--- src/rtl/dffram_mbist.sv ---
// dffram_mbist: March C- self-test controller driving the DFFRAM256x32 port.
// Runs E0..E5 back to back, one RAM operation per cycle, and compares every
// read RD_LAT edges after it is issued. Miscompares never stop the run.
// Optional first-failure capture (fail_addr/fail_elem/fail_xor) is built only
// when DFFRAM_MBIST_DIAG_EN is defined.
module dffram_mbist #(
    parameter int AWIDTH = 8,
    parameter int WSIZE  = 4,
    parameter int RD_LAT = 1
) (
    input  logic                  CLK,
    input  logic                  RESETn,
    input  logic                  start,
    output logic                  busy,
    output logic                  done,
    output logic                  fail,
    output logic [7:0]            err_cnt,
    output logic                  EN0,
    output logic [WSIZE-1:0]      WE0,
    output logic [AWIDTH-1:0]     A0,
    output logic [WSIZE*8-1:0]    Di0,
    input  logic [WSIZE*8-1:0]    Do0
`ifdef DFFRAM_MBIST_DIAG_EN
    ,
    output logic [AWIDTH-1:0]     fail_addr,
    output logic [2:0]            fail_elem,
    output logic [WSIZE*8-1:0]    fail_xor
`endif
);

    localparam int DW  = WSIZE * 8;
    localparam int DCW = $clog2(RD_LAT + 1);
    localparam logic [AWIDTH-1:0] AMAX  = '1;
    localparam logic [AWIDTH-1:0] AONE  = AWIDTH'(1);
    localparam logic [DCW-1:0]    DLAST = DCW'(RD_LAT - 1);

    typedef enum logic [1:0] {IDLE, RUN, DRAIN, DONE} state_t;

    state_t            state;
    logic [2:0]        elem;      // March element of the op currently on the port
    logic              ph;        // 0 = read half, 1 = write half of r/w elements
    logic [DCW-1:0]    dcnt;

    logic              accept, down, two_op, at_end, last_op, n_ph, n_wr, rd_now, miss;
    logic [2:0]        n_elem;
    logic [AWIDTH-1:0] n_addr;

    // Compare pipeline: valid, expected background, and (diag) address/element
    logic [RD_LAT-1:0] vld_pipe;
    logic [RD_LAT-1:0] exp_pipe;
`ifdef DFFRAM_MBIST_DIAG_EN
    logic [RD_LAT-1:0][AWIDTH-1:0] addr_pipe;
    logic [RD_LAT-1:0][2:0]        elem_pipe;
`endif

    assign accept = start && (state == IDLE || state == DONE);
    // A0 doubles as the address counter; a read is live whenever RUN shows EN0 without WE0
    assign rd_now = (state == RUN) && EN0 && (WE0 == '0);
    assign miss   = vld_pipe[RD_LAT-1] && (Do0 !== {DW{exp_pipe[RD_LAT-1]}});

    // Next-operation sequencer: phase, then address, then element
    always_comb begin
        down    = (elem == 3'd3) || (elem == 3'd4);
        two_op  = (elem != 3'd0) && (elem != 3'd5);
        at_end  = down ? (A0 == '0) : (A0 == AMAX);
        last_op = (elem == 3'd5) && at_end;
        n_elem  = elem;
        n_addr  = A0;
        n_ph    = 1'b0;
        if (two_op && !ph) begin
            n_ph = 1'b1;
        end else if (at_end) begin
            n_elem = elem + 3'd1;
            // elements 3 and 4 run downward and start from the top
            n_addr = (elem == 3'd2 || elem == 3'd3) ? AMAX : '0;
        end else begin
            n_addr = down ? A0 - AONE : A0 + AONE;
        end
        n_wr = (n_elem == 3'd0) || ((n_elem != 3'd5) && n_ph);
    end

    // Control FSM with registered RAM port; background written = element LSB
    always_ff @(posedge CLK or negedge RESETn) begin
        if (!RESETn) begin
            state <= IDLE;
            elem  <= '0;
            ph    <= 1'b0;
            dcnt  <= '0;
            busy  <= 1'b0;
            done  <= 1'b0;
            EN0   <= 1'b0;
            WE0   <= '0;
            A0    <= '0;
            Di0   <= '0;
        end else begin
            case (state)
                IDLE, DONE: begin
                    if (accept) begin
                        state <= RUN;
                        busy  <= 1'b1;
                        done  <= 1'b0;
                        elem  <= '0;
                        ph    <= 1'b0;
                        EN0   <= 1'b1;
                        WE0   <= '1;
                        A0    <= '0;
                        Di0   <= '0;
                    end
                end
                RUN: begin
                    if (last_op) begin
                        state <= DRAIN;
                        dcnt  <= '0;
                        EN0   <= 1'b0;
                        WE0   <= '0;
                    end else begin
                        elem <= n_elem;
                        ph   <= n_ph;
                        A0   <= n_addr;
                        WE0  <= n_wr ? '1 : '0;
                        if (n_wr) Di0 <= {DW{n_elem[0]}};
                    end
                end
                DRAIN: begin
                    if (dcnt == DLAST) begin
                        state <= DONE;
                        busy  <= 1'b0;
                        done  <= 1'b1;
                    end else begin
                        dcnt <= dcnt + DCW'(1);
                    end
                end
                default: state <= IDLE;
            endcase
        end
    end

    // Read tracking shift register; expected value is all-1 for E2/E4, all-0 otherwise
    always_ff @(posedge CLK or negedge RESETn) begin
        if (!RESETn) begin
            vld_pipe <= '0;
            exp_pipe <= '0;
`ifdef DFFRAM_MBIST_DIAG_EN
            addr_pipe <= '0;
            elem_pipe <= '0;
`endif
        end else begin
            vld_pipe[0] <= rd_now;
            exp_pipe[0] <= ~elem[0];
`ifdef DFFRAM_MBIST_DIAG_EN
            addr_pipe[0] <= A0;
            elem_pipe[0] <= elem;
`endif
            for (int i = 1; i < RD_LAT; i++) begin
                vld_pipe[i] <= vld_pipe[i-1];
                exp_pipe[i] <= exp_pipe[i-1];
`ifdef DFFRAM_MBIST_DIAG_EN
                addr_pipe[i] <= addr_pipe[i-1];
                elem_pipe[i] <= elem_pipe[i-1];
`endif
            end
        end
    end

    // Result flags: cleared on accepted start, updated on each retiring miscompare
    always_ff @(posedge CLK or negedge RESETn) begin
        if (!RESETn) begin
            fail    <= 1'b0;
            err_cnt <= '0;
`ifdef DFFRAM_MBIST_DIAG_EN
            fail_addr <= '0;
            fail_elem <= '0;
            fail_xor  <= '0;
`endif
        end else if (accept) begin
            fail    <= 1'b0;
            err_cnt <= '0;
`ifdef DFFRAM_MBIST_DIAG_EN
            fail_addr <= '0;
            fail_elem <= '0;
            fail_xor  <= '0;
`endif
        end else if (miss) begin
            fail <= 1'b1;
            if (err_cnt != 8'hFF) err_cnt <= err_cnt + 8'd1;
`ifdef DFFRAM_MBIST_DIAG_EN
            if (!fail) begin
                fail_addr <= addr_pipe[RD_LAT-1];
                fail_elem <= elem_pipe[RD_LAT-1];
                fail_xor  <= Do0 ^ {DW{exp_pipe[RD_LAT-1]}};
            end
`endif
        end
    end

endmodule

--- config.mk ---
export PLATFORM = sky130hd
export DESIGN_NAME = dffram_mbist
export DESIGN_NICKNAME = d
export VERILOG_FILES = /design/src/rtl/dffram_mbist.sv
export SDC_FILE = /design/constraint.sdc
export NUM_CORES = 1
export LEC_CHECK = 0
export ABC_AREA = 1
export CAP_MARGIN = 30
export CORE_ASPECT_RATIO = 1.25
export CORE_MARGIN = 1
export CORE_UTILIZATION = 49
export CTS_BUF_LIST = sky130_fd_sc_hd__clkbuf_16
export CTS_CLUSTER_SIZE = 12
export DETAILED_ROUTE_END_ITERATION = 10
export PLACE_DENSITY_LB_ADDON = 0.05
export REMOVE_ABC_BUFFERS = 1
export SYNTH_ARGS = -nofsm -noshare
export SYNTH_HDL_FRONTEND = slang
export SYNTH_SLANG_ARGS = --single-unit
--- constraint.sdc ---
create_clock -name CLK -period 4.71 [get_ports CLK]
set_clock_uncertainty 0.15 [all_clocks]
set_input_delay 0.942 -clock CLK [delete_from_list [all_inputs] [get_ports CLK]]
set_output_delay 0.942 -clock CLK [all_outputs]
set_load 0.01 [all_outputs]
==> results.tsv <==
metric	value	unit
EDFF count, synth	0	
post-DP HPWL	4250	um
Worst path slowest cell	dfrtp_1	
Final Cycle Share	62.0	%
Hold Path Cell Cnt	2	
# Max-Cap Violations	0	
Yosys reg bits	30	
count of warnings emitted by yosys	0	
total power	0.00144	W
Inserted Clock Buffers	5	
final setup fails	0	
Worst Path Class, Setup	reg2out	
Final Cell Area	0.00328	mm2
H-tree Lvls	2	
RSZ-0062 raised after global routing	no	
CP Data Arrival Time	1.83	ns
cell area after synthesis	0.00244	mm2
Compound-Gate Fraction of Synth Area	8.52	%
PostCTS Resize Cnt	0	
Top Family by Delay on Critical Path	flip-flops	
ANT cells	0	
CP endpoint kind	output pin	
Initial Util	51.2	%
Final Hold Vio Count	0	
Synth Area in XOR/XNOR	2.87	%
vias in the first global route	2143	
via/cell ratio	5.01	
fill count	435	
via count	2311	
Final min period	2.92	ns
sequential cell area fraction in the yosys report	30.8	%
Synth Area in Adders	8.52	%
pin count of the biggest net entering global routing	34	
largest family of logic cells by synthesized area	simple AND/OR/NAND/NOR gates	
Critical Path Stages	1	
synthesis-to-finish area growth	34.5	%
CP Launch Type	flip-flop	
CTS clk-pin slew, worst paths	0.05	ns
Worst-Skew Late Latency	0.27	ns
Fin Hold WS	0.337	ns
worst slack at placement	1.77	ns
pwr/cell area	440	mW/mm2
FMAX	342	MHz
Routed WL	5510	um
CTS tree	built	
Buffers on Ports	90	
Nets	451	
drc violations	0	
Post-DP Area	0.00314	mm2
Hold Path Class	reg2reg	
Main synth FF type	dfrtp_1	
die width	65.1	um
status	completed	
WL/cell	11.9	um
layout cell share with drive strength beyond 1	5.99	%
R2R cell count	16	
Final GP Congestion	0.854	
asr flop ratio synth	100	%
CTS Root Cell	clkbuf_16	
Max Slew Vio Count	0	
Synth Area in Simple Gates	31.8	%
multiplexer share of the synthesized area	0	%
buffers plus inverters on the worst setup path	1	
VDD IR max	0.283	mV
grt ovf	0	
Tot GR Track Use	22.6	%
post-synth cell types	33	
setup ws final	1.79	ns
Slew HR	45.9	%
initial antenna violation count	0	
TNS Setup	0	ns
hold buffers post-CTS	0	
CP peak stage delay	0.87	ns
Syn Inst Count	340	
worst slew pin tran	0.812	ns
crit path max fanout	33	
CTS max path bufs	2	
core box area	0.00476	mm2
Worst Path Required	3.62	ns
Clock Sinks	30	
Post-CTS Setup Bufs	0	
most common cell after layout, fill and taps aside	clkdlybuf4s50_1	
first-pass GRT wire length	9190	um
DIE AREA	0.00526	mm2
initial DRC count	139	
DRT Pass-1 Iters	4	
syn avg cell area	7.17	um2
leak pwr	1.57	nW
Cell Chain, Critical Path	clkdlybuf4s50_1	
Post-DRT Antenna Nets	0	
die height	80.9	um
num rows	28	
most frequent cells in the layout	clkdlybuf4s50_1, nand2_1, inv_1	
io pins	91	
==> sequential cells by signal, indices dropped and copies added (netlist names) <==
register / cells
err_cnt: 8
ph: 1
vld_pipe: 1
elem: 3
fail: 1
exp_pipe: 1
done: 1
Di0: 1
state: 2
EN0: 1
WE0: 1
A0: 8
busy: 1
==> cell families after synthesis <==
kind of cell,Yosys count
xor gates and xnor gates,8
and+or+nand+nor,171
buffers and inverters,77
DFF,30
adders and majority gates,16
AOI/OAI and AO/OA,38
==> stage by stage <==
| step | util (%) | cells |
|---|---|---|
| finish | 68.8 | 461 |
| global route | 68.8 | 461 |
| CTS | 68.8 | 461 |
| detailed placement | 65.9 | 453 |
| global placement | 65.9 | 453 |
| floorplan | - | 302 |
==> path summary, 6_finish.rpt <==
kind	slack [ns]	endpoint	start
min reg2reg	0.34	busy	busy
max in group asynchronous	3.00	EN0	RESETn
min in group asynchronous	0.79	err_cnt[3]	RESETn
min	0.34	busy	busy
max	1.79	Di0[20]	Di0[30]
max reg2reg	1.99	A0[6]	elem[0]
==> layer usage <==
metal	GRT usage, %	share of wire [%]
met4	9.57	1.9
met1	25.4	42
met2	40.8	51
met3	4.92	4.3
met5	0	0
==> synthesized netlist by cell type, types with 3 or more instances <==
cell / count / area, um2
a21oi_1: 10 / 50.1
buf_4: 34 / 255
dfrtp_1: 30 / 751
ha_1: 15 / 188
inv_1: 36 / 135
inv_2: 3 / 11.3
nand2_1: 84 / 315
nand2_2: 4 / 25.0
nand3_1: 32 / 160
nand4_1: 9 / 56.3
nor2_1: 21 / 78.8
nor3_1: 8 / 40.0
nor4_1: 3 / 18.8
o21ai_0: 12 / 60.1
o21ai_1: 8 / 40.0
o22ai_1: 3 / 18.8
or2_2: 3 / 18.8
xor2_1: 7 / 61.3
==> area by class of cell <==
class                      instances  area, um2  area share [%]
multi-input combinational        233       1260            38.5
timing repair buffer              91        908            27.7
sequential                        30        751            22.9
inverter                          39        146            4.46
clock buffer                       5        125            3.82
tap                               60       75.1            2.29
clock inverter                     3       12.5           0.382
==> power by group <==
part | internal [W] | leakage (nW) | switching, W
clock | 0.000190 | 0.0724 | 0.000109
sequential | 0.000328 | 0.395 | 0.0000806
combinational | 0.000315 | 1.10 | 0.000419
total | 0.000834 | 1.57 | 0.000609
Power figures use the tool's default switching activity.
